$ cat src/rtl/udp_rx_controller.sv
// UDP receive controller: parses the 8-byte big-endian UDP header, then passes the payload
// straight through with a one-cycle CHECK bubble between header and payload.
module udp_rx_controller (
    input  logic        clk,
    input  logic        rst_n,
    input  logic [7:0]  s_data,
    input  logic        s_valid,
    output logic        s_ready,
    output logic [7:0]  m_data,
    output logic        m_valid,
    input  logic        m_ready,
    output logic        m_last,
    output logic [15:0] src_port,
    output logic [15:0] dst_port,
    output logic [15:0] udp_length,
    output logic [15:0] checksum,
    output logic        hdr_valid,
    output logic        len_err,
    output logic        counter_rst,
    output logic        counter_enable,
    output logic [15:0] counter_length,
    output logic [15:0] pkt_count,
    output logic [15:0] err_count
);

    typedef enum logic [1:0] {StHdr, StCheck, StPayload} state_e;

    state_e      r_state;
    state_e      w_state_next;
    logic        r_rdy_en;
    logic [2:0]  r_idx;
    logic [15:0] r_sh_src;
    logic [15:0] r_sh_dst;
    logic [15:0] r_sh_len;
    logic [7:0]  r_sh_csum_hi;
    logic [15:0] r_src_port;
    logic [15:0] r_dst_port;
    logic [15:0] r_udp_length;
    logic [15:0] r_checksum;
    logic [15:0] r_counter_length;
    logic [15:0] r_remaining;
    logic [15:0] r_pkt_count;
    logic [15:0] r_err_count;

    logic w_s_xfer;
    logic w_hdr_done;
    logic w_len_short;
    logic w_len_empty;
    logic w_pay_xfer;
    logic w_last_xfer;

    assign w_s_xfer    = s_valid && s_ready;
    assign w_hdr_done  = (r_state == StHdr) && w_s_xfer && (r_idx == 3'd7);
    assign w_len_short = r_udp_length < 16'd8;
    assign w_len_empty = r_udp_length == 16'd8;
    assign w_pay_xfer  = (r_state == StPayload) && w_s_xfer;
    assign w_last_xfer = w_pay_xfer && (r_remaining == 16'd1);

    always_ff @(posedge clk or negedge rst_n) begin
        if (!rst_n) begin
            r_state <= StHdr;
        end else begin
            r_state <= w_state_next;
        end
    end

    always_comb begin
        w_state_next = r_state;
        unique case (r_state)
            StHdr:     if (w_hdr_done) w_state_next = StCheck;
            StCheck:   w_state_next = (w_len_short || w_len_empty) ? StHdr : StPayload;
            StPayload: if (w_last_xfer) w_state_next = StHdr;
            default:   w_state_next = StHdr;
        endcase
    end

    always_comb begin
        s_ready        = 1'b0;
        m_data         = 8'h00;
        m_valid        = 1'b0;
        m_last         = 1'b0;
        hdr_valid      = 1'b0;
        len_err        = 1'b0;
        counter_rst    = 1'b0;
        counter_enable = 1'b0;
        unique case (r_state)
            StHdr: s_ready = r_rdy_en;
            StCheck: begin
                hdr_valid   = 1'b1;
                counter_rst = 1'b1;
                len_err     = w_len_short;
            end
            StPayload: begin
                // Zero-latency pass-through: the source sees downstream backpressure directly.
                m_data         = s_data;
                m_valid        = s_valid;
                s_ready        = m_ready;
                m_last         = s_valid && (r_remaining == 16'd1);
                counter_enable = s_valid && m_ready;
            end
            default: s_ready = 1'b0;
        endcase
    end

    // Holds s_ready low until the first edge after reset release.
    always_ff @(posedge clk or negedge rst_n) begin
        if (!rst_n) begin
            r_rdy_en <= 1'b0;
        end else begin
            r_rdy_en <= 1'b1;
        end
    end

    always_ff @(posedge clk or negedge rst_n) begin
        if (!rst_n) begin
            r_idx            <= 3'd0;
            r_sh_src         <= 16'h0000;
            r_sh_dst         <= 16'h0000;
            r_sh_len         <= 16'h0000;
            r_sh_csum_hi     <= 8'h00;
            r_src_port       <= 16'h0000;
            r_dst_port       <= 16'h0000;
            r_udp_length     <= 16'h0000;
            r_checksum       <= 16'h0000;
            r_counter_length <= 16'h0000;
            r_remaining      <= 16'h0000;
            r_pkt_count      <= 16'h0000;
            r_err_count      <= 16'h0000;
        end else begin
            if ((r_state == StHdr) && w_s_xfer) begin
                r_idx <= r_idx + 3'd1;
                unique case (r_idx)
                    3'd0: r_sh_src[15:8] <= s_data;
                    3'd1: r_sh_src[7:0]  <= s_data;
                    3'd2: r_sh_dst[15:8] <= s_data;
                    3'd3: r_sh_dst[7:0]  <= s_data;
                    3'd4: r_sh_len[15:8] <= s_data;
                    3'd5: r_sh_len[7:0]  <= s_data;
                    3'd6: r_sh_csum_hi   <= s_data;
                    default: ;
                endcase
            end
            if (w_hdr_done) begin
                r_src_port       <= r_sh_src;
                r_dst_port       <= r_sh_dst;
                r_udp_length     <= r_sh_len;
                r_checksum       <= {r_sh_csum_hi, s_data};
                r_counter_length <= (r_sh_len >= 16'd8) ? (r_sh_len - 16'd8) : 16'h0000;
            end
            if (r_state == StCheck) begin
                if (w_len_short) begin
                    r_err_count <= r_err_count + 16'd1;
                end else if (w_len_empty) begin
                    r_pkt_count <= r_pkt_count + 16'd1;
                end else begin
                    r_remaining <= r_udp_length - 16'd8;
                end
            end
            if (w_pay_xfer) begin
                r_remaining <= r_remaining - 16'd1;
                if (w_last_xfer) r_pkt_count <= r_pkt_count + 16'd1;
            end
        end
    end

    assign src_port       = r_src_port;
    assign dst_port       = r_dst_port;
    assign udp_length     = r_udp_length;
    assign checksum       = r_checksum;
    assign counter_length = r_counter_length;
    assign pkt_count      = r_pkt_count;
    assign err_count      = r_err_count;

endmodule

$ cat config.mk
export PLATFORM = sky130hd
export DESIGN_NAME = udp_rx_controller
export DESIGN_NICKNAME = d
export VERILOG_FILES = /design/src/rtl/udp_rx_controller.sv
export SDC_FILE = /design/constraint.sdc
export NUM_CORES = 1
export LEC_CHECK = 0
export BUFFER_PORTS_ARGS = -buffer_cell sky130_fd_sc_hd__buf_2
export CORE_UTILIZATION = 60
export CTS_CLUSTER_DIAMETER = 30
export DETAILED_ROUTE_END_ITERATION = 7
export PLACE_DENSITY = 0.84
export RECOVER_POWER = 100
export SYNTH_ARGS = -nofsm -noshare
export SYNTH_HDL_FRONTEND = slang
export SYNTH_SLANG_ARGS = --single-unit
$ cat constraint.sdc
create_clock -name clk -period 5.4 [get_ports clk]
set_clock_uncertainty 0.15 [all_clocks]
set_input_delay 0.54 -clock clk [delete_from_list [all_inputs] [get_ports clk]]
set_output_delay 0.54 -clock clk [all_outputs]
set_load 0.02 [all_outputs]
Word level (Yosys, flattened, before mapping) --
Index checks and enable logic that the tools add are counted.
Storage, ports and cells: flip-flop bits (word level) 190, RAM bits 0, memories 0, input bits 12, latch bits 0, word-level logic and storage cells 83, ROM bits 0
Cells by class: multiplexer cells 21, $add $sub $neg 6, $lt $le $gt $ge 2, shift operators 0, equality and inequality tests 15, divide/modulo/power cells 0, multiply operators 0, reduce and logical (&&, ||, !) cells 21, bitwise logic cells 0
Operators by type and width (count):
- $mux W16 | 10
- $add A16 B1 Y16 const B | 2
- $sub A16 B4 Y16 const B | 2
- $reduce_and A2 Y1 | 9
- $eq A16 B1 Y1 const B | 1
- $eq A16 B4 Y1 const B | 1
- $ge A16 B4 Y1 const B | 1
- $lt A16 B4 Y1 const B | 1
- $sub A16 B1 Y16 const B | 1
- $eq A3 B3 Y1 const B | 4
- $mux W8 | 1
- $logic_and A1 B1 Y1 | 7
- $eq A3 B2 Y1 const B | 2
- $mux W2 | 3
- $pmux W2 S3 | 1
- $mux W1 | 5
- $ne A2 B1 Y1 const B | 2
- $ne A2 B2 Y1 const B | 2
- $add A3 B1 Y3 const B | 1
- $eq A3 B1 Y1 const B | 1
- $logic_not A3 Y1 | 1
- $reduce_and A3 Y1 | 1
- $eq A2 B1 Y1 const B | 1
- $eq A2 B2 Y1 const B | 1
- 4 further kinds | 4

Longest topological paths before layout --
Gate-level depths: netlist of the first run.
depth in word-level cells 7, depth in mapped cells 8, mapped depth without buffers 7

Worst setup path before layout of the first run --
Ideal clock, no wire load.
kind reg-to-output, start register r_udp_length[12], in the netlist udp_length[12], end output port len_err, cell stages (with the launch flop) 4, setup slack 2880 ps, arrival 1830 ps, cell sequence dfrtp_1 > nor4_1 > nand4_1 > nor3_2
On the way: longest elaborated chain between the ends 2
RTL lines:
- from (decl) | RTL line 38 | logic [15:0] r_udp_length;
- from (signal assigned) | RTL line 146 | r_udp_length <= r_sh_len;
- $lt A16 B4 Y1 | RTL line 54 | assign w_len_short = r_udp_length < 16'd8;
- $mux W1 | RTL line 86 | unique case (r_state)
- to (decl) | RTL line 18 | output logic len_err,
No other way between the ends.

Worst setup path in the final report of the first run --
start register r_udp_length[11], in the netlist udp_length[11], end output port len_err
Same word-level chain as after synthesis.

==> impl_metrics.yaml, run 1 <==
run_status:
  outcome: "finished with violations"
  violations: "capacitance limit, slew limit"
routing:
  antenna_left: 0
  wl_per_cell_um: 19.35
  drcViolationCount: 0
  dr.pass1.iters: 5
  initialDrtViolationCount: 419
  detail_route.vias_per_cell: 5.944
  totalWireLength_mm: 19.02
  vias: 5843
cells_and_area:
  syn2layout_area_growth_pct: 15.41
  antenna_cells: 0
  utilization_pct: 71.55
  final_cells: 983
  fill_cells: 992
  final_nets: 818
  drive_gt1_share_pct: 21.69
die:
  row_count: 42
  die_w_um: 119.2
  die_h_um: 119.2
  dieArea_mm2: 0.01421
  initial_core_util_pct: 62.00
  core-area_mm2: 0.01330
  io_pins: 139
hold_path:
  hold_path_depth: 1
  min_to: "pkt_count[15]$_DFF_PN0_"
  hold_start: "pkt_count[15]$_DFF_PN0_"
  hold_path.class: "flop to flop"
timing:
  slew_headroom_pct: -10.51
  fin_crit_ns: 3.596
  holdWs_ns: 0.3195
  fmax_ghz: 0.2781
  postLayoutSetupSlackWorst_ns: 1.804
  maxSlewViolCount: 70
  worst_pin_slew_ns: 1.658
  fin_setup_tns_ns: 0
  setup_viol: 0
  hold_viol: 0
  final.period_utilization_pct: 66.60
  rsz0062_at_grt: "false"
grt:
  grt_first_pass_wirelength_mm: 30.82
  grt_start_max_net_pins: 77
  antenna_found_initial: 0
  grt-ovfl-total: 0
  grt_pass1_vias: 6019
  grt_usage_pct: 28.27
clock_network:
  root_buffer: "clkbuf_16"
  cts_resized: 0
  htreeDepth: 4
  clock-sinks: 190
  clk_pin_slew_ns: 0.07
  cts_buffers: 17
  cts_max_path_buffers: 2
  tritoncts: "built"
  clk_latency_ns: 0.43
worst_setup_path:
  crit_path_max_fanout: 8
  required_ns: 4.71
  end_kind: "output pin"
  arrival_ns: 2.91
  r2r_start: "r_state[1]$_DFFE_PN0P_"
  rr_endpoint: "counter_length[9]$_DFFE_PN0P_"
  cp-start-kind: "flop"
  r2r_slack_ns: 1.96
  worstRegToRegCells: 7
  crit_type: "flop to output pin"
power:
  p_clk_share_pct: 43.3
  power_density_mw_per_mm2: 291.7
  vdd_drop_max_mv: 0.2973
  power_frac_comb_pct: 3.8
  p_switching_uw: 684.4
  netSwitchingFraction_pct: 24.67
  power.leakage_nw: 4.608
  power.internal_mw: 2.090
  seqPwrFrac_pct: 52.9
synth:
  syn-num-nets: 671
  yosys.area_share.simple_pct: 11.29
  synth_compound_area_share_pct: 5.662
  synthMuxAreaShare_pct: 16.64
  synth-seq-cells: 190
  postSynthAreaPerCell_um2: 12.74
  synth_top_family_by_area: "multiplexers"
  ys_async_sr_fraction_pct: 100.0
  synthXorXnorAreaFrac_pct: 5.313
  yosysWarnings: 0
  synth-edff-count: 0
  synth_fa_ha_area_share_pct: 1.821
  synth_cell_type_count: 58
  syn-cell-area_mm2: 0.008243
  syn_inst: 647
  synth_top_flop_cell: "dfrtp_1"
  yosysSeqAreaShare_pct: 57.68
place:
  place_congestion: 0.9391
  place_inst: 950
  port-buffer-count: 138
  pre_cts_slack_ns: 2.551
  dp_hpwl_mm: 12.94
run:
  maxCapViolations: 1
[per-layer routing]
layer | vias up | wire (um) | global-route usage [%]
met5 | - | 0 | 0
met3 | 40 | 1233 | 6.561
met2 | 215 | 9421 | 46.48
met4 | 0 | 438 | 11.63
li1 | 2603 | - | -
met1 | 2985 | 7928 | 36.19
[cell usage after synthesis, types with 4 or more instances]
| cell | instances | share of area [%] |
|---|---|---|
| and3_1 | 9 | 0.68 |
| clkbuf_1 | 8 | 0.36 |
| xor2_1 | 13 | 1.4 |
| nor2_1 | 21 | 0.96 |
| dfrtp_1 | 190 | 58 |
| ha_1 | 12 | 1.8 |
| nor4_1 | 7 | 0.53 |
| nor3_1 | 10 | 0.61 |
| inv_1 | 14 | 0.64 |
| mux2_2 | 120 | 16 |
| and2_1 | 8 | 0.61 |
| nand4b_1 | 4 | 0.42 |
| o211ai_1 | 5 | 0.46 |
| nand3b_1 | 6 | 0.55 |
| nor2b_1 | 6 | 0.46 |
| nand3_1 | 20 | 1.2 |
| a21oi_1 | 9 | 0.55 |
| o21ai_0 | 24 | 1.5 |
| nand4_1 | 15 | 1.1 |
| xnor2_1 | 37 | 3.9 |
| nand2_1 | 53 | 2.4 |
[worst max-delay path by stage]
stage	from	end	slack, ns	cells past startpoint
floorplan	udp_length[12]$_DFFE_PN0P_	len_err	2.88	3
global placement	udp_length[12]$_DFFE_PN0P_	len_err	2.74	4
detailed placement	udp_length[12]$_DFFE_PN0P_	len_err	2.55	4
CTS	udp_length[12]$_DFFE_PN0P_	len_err	2.07	4
global route	udp_length[12]$_DFFE_PN0P_	len_err	1.62	4
finish	udp_length[11]$_DFFE_PN0P_	len_err	1.80	4
[final cells by class]
type | count | area, um^2 | share of cell area, %
Sequential cell | 190 | 4755 | 49.98
Multi-Input combinational cell | 427 | 3329 | 35.00
Timing Repair Buffer | 143 | 580.6 | 6.103
Clock buffer | 18 | 439.2 | 4.617
Tap cell | 176 | 220.2 | 2.315
Clock inverter | 14 | 132.6 | 1.394
Inverter | 15 | 56.30 | 0.5919
[placed cells by master, fill, tap and decap left out, types with 3 or more instances in the layout]
cell type	n
buf_2	17
nand4_1	15
clkbuf_1	121
nor2b_1	6
nand4b_1	4
a21oi_1	9
xnor2_1	37
mux2_2	119
nand3_1	20
inv_1	15
clkinv_4	3
ha_1	12
nand3b_1	6
and3_1	9
a22oi_1	3
clkbuf_16	17
o311ai_0	3
o211ai_1	5
a21o_1	3
nor2_1	21
inv_6	3
a22o_1	3
o22ai_1	3
nor4_1	7
nand2_1	52
and2_0	8
xor2_1	13
o21ai_0	24
nor3_1	12
dfrtp_1	190
[critical path, cell delays in order (launching register included)]
cell      delay, ns
dfrtp_1        0.44
nor4_1         0.68
nand4_1        0.31
nor3_1         0.75
clkbuf_1       0.30
[per-stage QoR]
stage | cell area (um^2) | power [mW]
after floorplan | 8243 | 1.534
after global placement | 9121 | 1.591
after detailed placement | 9121 | 1.599
after CTS | 9703 | 2.787
after global routing | 9513 | 2.857
final | 9513 | 2.775
[power groups by stage]
stage          Clock (mW)  Sequential (mW)  Combinational, mW
5_1_grt              1.27             1.47              0.117
3_3_place_gp            0             1.49              0.102
3_5_place_dp            0             1.49              0.106
6_report             1.20             1.47              0.105
2_1_floorplan           0             1.49             0.0469
4_1_cts              1.22             1.46              0.107
[what timing repair did]
| action | CTS | global route |
|---|---|---|
| endpoints found under the hold margin | 38 | 0 |
| hold buffers | 1 | 0 |
| endpoints found under the setup margin | 0 | 0 |
| buffers inserted | 0 | 0 |
[logic make-up (layout without fill, tap and decap cells)]
group | after synthesis | count (layout)
xor gates and xnor gates | 50 | 50
adders and majority gates | 12 | 12
buffers and inverters | 30 | 190
AOI/OAI and AO/OA | 68 | 68
and+or+nand+nor | 174 | 174
other | 1 | 1
muxes | 122 | 122
DFF | 190 | 190
No activity file was read; power rests on OpenSTA's default activity.
==> run 2: changes to the inputs <==
CORE_UTILIZATION = 56   (was 60)
PLACE_DENSITY = 0.8   (was 0.84)
clock period = 3.7 ns   (was 5.4 ns; I/O delays follow)
==> impl_metrics.yaml, run 2 (same netlist as run 1, synthesis figures left out) <==
run_status:
  outcome: "finished with violations"
  violations: "capacitance limit, slew limit"
die:
  dieArea_mm2: 0.01521
  row_count: 43
  core-area_mm2: 0.01410
  die_h_um: 123.3
  die_w_um: 123.3
  io_pins: 139
  initial_core_util_pct: 58.48
worst_setup_path:
  crit_buf_inv: 1
  cpPeakStageDelay_ns: 0.73
  crit_type: "flop to output pin"
  crit_chain: "nor4_1 -> nand4_1 -> nor3_1 -> clkbuf_1"
  cp-start-kind: "flop"
  crit_path_max_fanout: 8
  arrival_ns: 2.81
  path_delay_family: "simple AND/OR/NAND/NOR gates"
  required_ns: 3.18
  end_kind: "output pin"
  slowest_stage: "nor3_1"
routing:
  detail_route.vias_per_cell: 5.895
  initialDrtViolationCount: 366
  vias: 5818
  drcViolationCount: 0
  antenna_left: 0
  totalWireLength_mm: 18.53
  dr.pass1.iters: 5
  wl_per_cell_um: 18.77
cells_and_area:
  final_common_cell: "dfrtp_1"
  fill_cells: 1096
  final_cells: 987
  layout.cells.most_common_list: "dfrtp_1, clkbuf_1, mux2_2, nand2_1, xnor2_1"
  final_nets: 818
  syn2layout_area_growth_pct: 15.41
  drive_gt1_share_pct: 21.56
  antenna_cells: 0
  fin_area_mm2: 0.009513
clock_network:
  root_buffer: "clkbuf_16"
  clk_latency_ns: 0.43
  cts_max_path_buffers: 2
  clock-sinks: 190
  clk_pin_slew_ns: 0.07
  tritoncts: "built"
  cts_resized: 0
  htreeDepth: 4
  cts_buffers: 17
hold_path:
  hold_path.class: "input pin to flop"
grt:
  grt_first_pass_wirelength_mm: 29.85
  grt_pass1_vias: 5833
  grt-ovfl-total: 0
  antenna_found_initial: 0
  grt_usage_pct: 26.11
  grt_start_max_net_pins: 86
place:
  place_congestion: 0.9393
  placed_area_mm2: 0.009139
  place_inst: 954
  port-buffer-count: 138
  dp_hpwl_mm: 12.78
timing:
  slew_headroom_pct: -7.915
  worst_pin_slew_ns: 1.619
  hold_viol: 0
  setup_viol: 0
  final.period_utilization_pct: 90.11
  fin_setup_tns_ns: 0
  holdWs_ns: 0.1923
  fin_crit_ns: 3.334
  maxSlewViolCount: 65
  rsz0062_at_grt: "false"
  fmax_ghz: 0.2999
power:
  vdd_drop_max_mv: 0.4862
  power_mw: 4.040
  power_density_mw_per_mm2: 424.7
  power.leakage_nw: 4.594
run:
  maxCapViolations: 1
==> run 2: cell count changes in the layout (fill, tap and decap cells not counted), sizes merged <==
| cell | before | now |
|---|---|---|
| clkinv | 7 | 4 |
| clkinvlp | 2 | 5 |
| buf | 20 | 19 |
| bufinv | 0 | 1 |
| clkbuf | 140 | 141 |
| inv | 20 | 19 |
==> run 2: repair_timing <==
| item | CTS | global route |
|---|---|---|
| hold buffers | 1 | 0 |
| setup buffers | 0 | 0 |
| endpoints found under the setup margin | 0 | 0 |
| hold endpoints to repair | 63 | 0 |
==> run 2: metrics by stage <==
step | utilization (%) | setup slack, ns
2_1_floorplan | - | 1.197
3_3_place_gp | 64.83 | 1.204
3_5_place_dp | 64.83 | 1.131
4_1_cts | 68.91 | 0.6693
5_1_grt | 67.49 | 0.2646
6_report | 67.49 | 0.3660
==> run 2: worst reg2reg max path, stage by stage, from the launching register on <==
cell and delay, ns:
dfrtp_1 0.43, or4_1 0.64, a2111o_1 0.45, o22ai_1 0.90, nand2_1 0.23, o31ai_1 0.27
==> run 2: cell type report <==
cell class / instances / area (um^2) / share of cell area [%]
flip-flops and latches: 190 / 4755 / 49.98
well taps: 180 / 225.2 / 2.367
inverters: 15 / 56.30 / 0.5919
clock inverters: 14 / 135.1 / 1.420
multi-input cells: 427 / 3326 / 34.96
repair buffers: 143 / 586.8 / 6.169
clock buffers: 18 / 429.2 / 4.511
==> run 2: metal layers <==
layer	GRT usage, %	vias up	routed length [um]
li1	-	2616	-
met1	32.62	2987	7864
met2	43.47	191	9212
met3	7.703	24	1187
met4	8.584	0	265
met5	0	-	0
==> run 2: worst paths after layout <==
| path | to | depth (start not counted) | slack (ns) | from |
|---|---|---|---|---|
| setup / recovery | len_err | 4 | 0.37 | udp_length[11]$_DFFE_PN0P_ |
| hold / removal | checksum[7]$_DFFE_PN0P_ | 2 | 0.19 | s_data[7] |
| hold reg to reg | err_count[15]$_DFFE_PN0P_ | 1 | 0.32 | err_count[15]$_DFFE_PN0P_ |
| setup reg to reg | pkt_count[4]$_DFF_PN0_ | 5 | 0.54 | r_remaining[4]$_DFFE_PN0P_ |
| max in group asynchronous | checksum[2]$_DFFE_PN0P_ | 3 | 0.87 | rst_n |
| min in group asynchronous | err_count[11]$_DFFE_PN0P_ | 2 | 0.75 | rst_n |
==> run 2: power by group <==
group          internal [mW]  switching, mW  total (mW)  leakage (nW)
clock                  0.940          0.805        1.74         0.263
combinational         0.0448          0.110       0.155          1.76
sequential              2.10         0.0367        2.14          2.57
total                   3.09          0.952        4.04          4.59
==> run 3: changes to the inputs <==
CELL_PAD_IN_SITES_DETAIL_PLACEMENT = 2   (was unset)
CELL_PAD_IN_SITES_GLOBAL_PLACEMENT = 2   (was unset)
CORE_UTILIZATION = 38   (was 56)
PLACE_DENSITY = unset   (was 0.8)
PLACE_DENSITY_LB_ADDON = 0.1   (was unset)
==> impl_metrics.yaml, run 3 (same netlist as run 1, synthesis figures left out) <==
worst_setup_path:
  required_ns: 3.91
  path_delay_family: "simple AND/OR/NAND/NOR gates"
  cpPeakStageDelay_ns: 1.05
  crit_type: "flop to flop"
  r2r_slack_ns: 0.45
  cp-start-kind: "flop"
  arrival_ns: 3.46
  end_kind: "flop"
  crit_buf_inv: 0
  crit_chain: "nor4_1 -> nand4_1 -> o22ai_1 -> nor3b_1 -> xor2_1"
  crit_path_max_fanout: 16
  slowest_stage: "o22ai_1"
run_status:
  violations: "capacitance limit, slew limit"
  outcome: "finished with violations"
power:
  power.leakage_nw: 4.636
  power_density_mw_per_mm2: 432.0
  vdd_drop_max_mv: 0.2810
  power_mw: 4.181
clock_network:
  clock-sinks: 190
  cts_max_path_buffers: 2
  cts_resized: 0
  clk_latency_ns: 0.44
  post_cts_buffers: 0
  tritoncts: "built"
  clk_pin_slew_ns: 0.08
  htreeDepth: 4
  hold_buffers: 1
  root_buffer: "clkbuf_16"
  cts_buffers: 17
die:
  dieArea_mm2: 0.02228
  core-area_mm2: 0.02115
  die_w_um: 149.3
  initial_core_util_pct: 38.97
  die_h_um: 149.3
  row_count: 53
  io_pins: 139
routing:
  detail_route.vias_per_cell: 5.324
  drcViolationCount: 0
  antenna_left: 0
  vias: 5766
  wl_per_cell_um: 21.66
  totalWireLength_mm: 23.46
  initialDrtViolationCount: 181
  dr.pass1.iters: 4
cells_and_area:
  fill_cells: 2199
  antenna_cells: 0
  drive_gt1_share_pct: 21.91
  syn2layout_area_growth_pct: 17.40
  layout.cells.most_common_list: "dfrtp_1, clkbuf_1, mux2_2, nand2_1, xnor2_1"
  final_nets: 820
  final_common_cell: "dfrtp_1"
timing:
  rsz0062_at_grt: "false"
  fmax_ghz: 0.3075
  final.period_utilization_pct: 87.88
  worst_pin_slew_ns: 2.111
  setup_viol: 0
  fin_crit_ns: 3.252
  holdWs_ns: 0.2164
  slew_headroom_pct: -40.75
  fin_setup_tns_ns: 0
  maxSlewViolCount: 107
  hold_viol: 0
run:
  maxCapViolations: 2
place:
  port-buffer-count: 138
  place_congestion: 0.8022
  dp_hpwl_mm: 16.61
grt:
  grt_usage_pct: 22.29
  antenna_found_initial: 0
  grt_first_pass_wirelength_mm: 37.39
  grt-ovfl-total: 0
  grt_pass1_vias: 6516
  grt_start_max_net_pins: 82
hold_path:
  hold_path.class: "input pin to flop"
[run 3: area by class of cell]
class                      instances  area (um^2)  area share [%]
timing repair buffer             145        596.8           6.168
inverter                          15        56.30          0.5818
sequential                       190         4755           49.13
tap                              275        344.1           3.556
clock buffer                      17        425.4           4.396
multi-input combinational        427         3334           34.46
clock inverter                    14        165.2           1.707
[run 3: report_power, final]
part	internal (mW)	switching [mW]
registers	2.10	0.0428
logic	0.0456	0.119
clock network	0.968	0.904
[run 3: per-layer routing]
layer  wire length [um]  vias to the layer above  GRT usage [%]
met3                680                       18          4.495
met1              10130                     3047          27.82
li1                   -                     2613              -
met4                231                        0          5.153
met2              12420                       88          39.44
met5                  0                        -              0
[run 3: per-stage QoR]
step / setup slack, ns / cells / utilization (%) / cell area [um^2]
floorplan: 1.197 / 647 / - / 8243
global placement: 1.063 / 1051 / 43.85 / 9275
detailed placement: 0.9448 / 1051 / 43.85 / 9275
CTS: 0.4230 / 1083 / 46.68 / 9876
global route: 0.1583 / 1083 / 45.74 / 9677
finish: 0.4484 / 1083 / 45.74 / 9677
[run 3: path summary, 6_finish.rpt]
path                                                      from                             end  cells after the start
min in group asynchronous                                rst_n        err_count[5]$_DFFE_PN0P_                      2
worst max-delay path                udp_length[12]$_DFFE_PN0P_         pkt_count[10]$_DFF_PN0_                      5
worst min-delay path                                 s_data[7]     r_sh_csum_hi[7]$_DFFE_PN0P_                      2
worst min register to register  counter_length[12]$_DFFE_PN0P_  counter_length[12]$_DFFE_PN0P_                      2
worst max register to register      udp_length[12]$_DFFE_PN0P_         pkt_count[10]$_DFF_PN0_                      5
max in group asynchronous                                rst_n      r_remaining[2]$_DFFE_PN0P_                      3
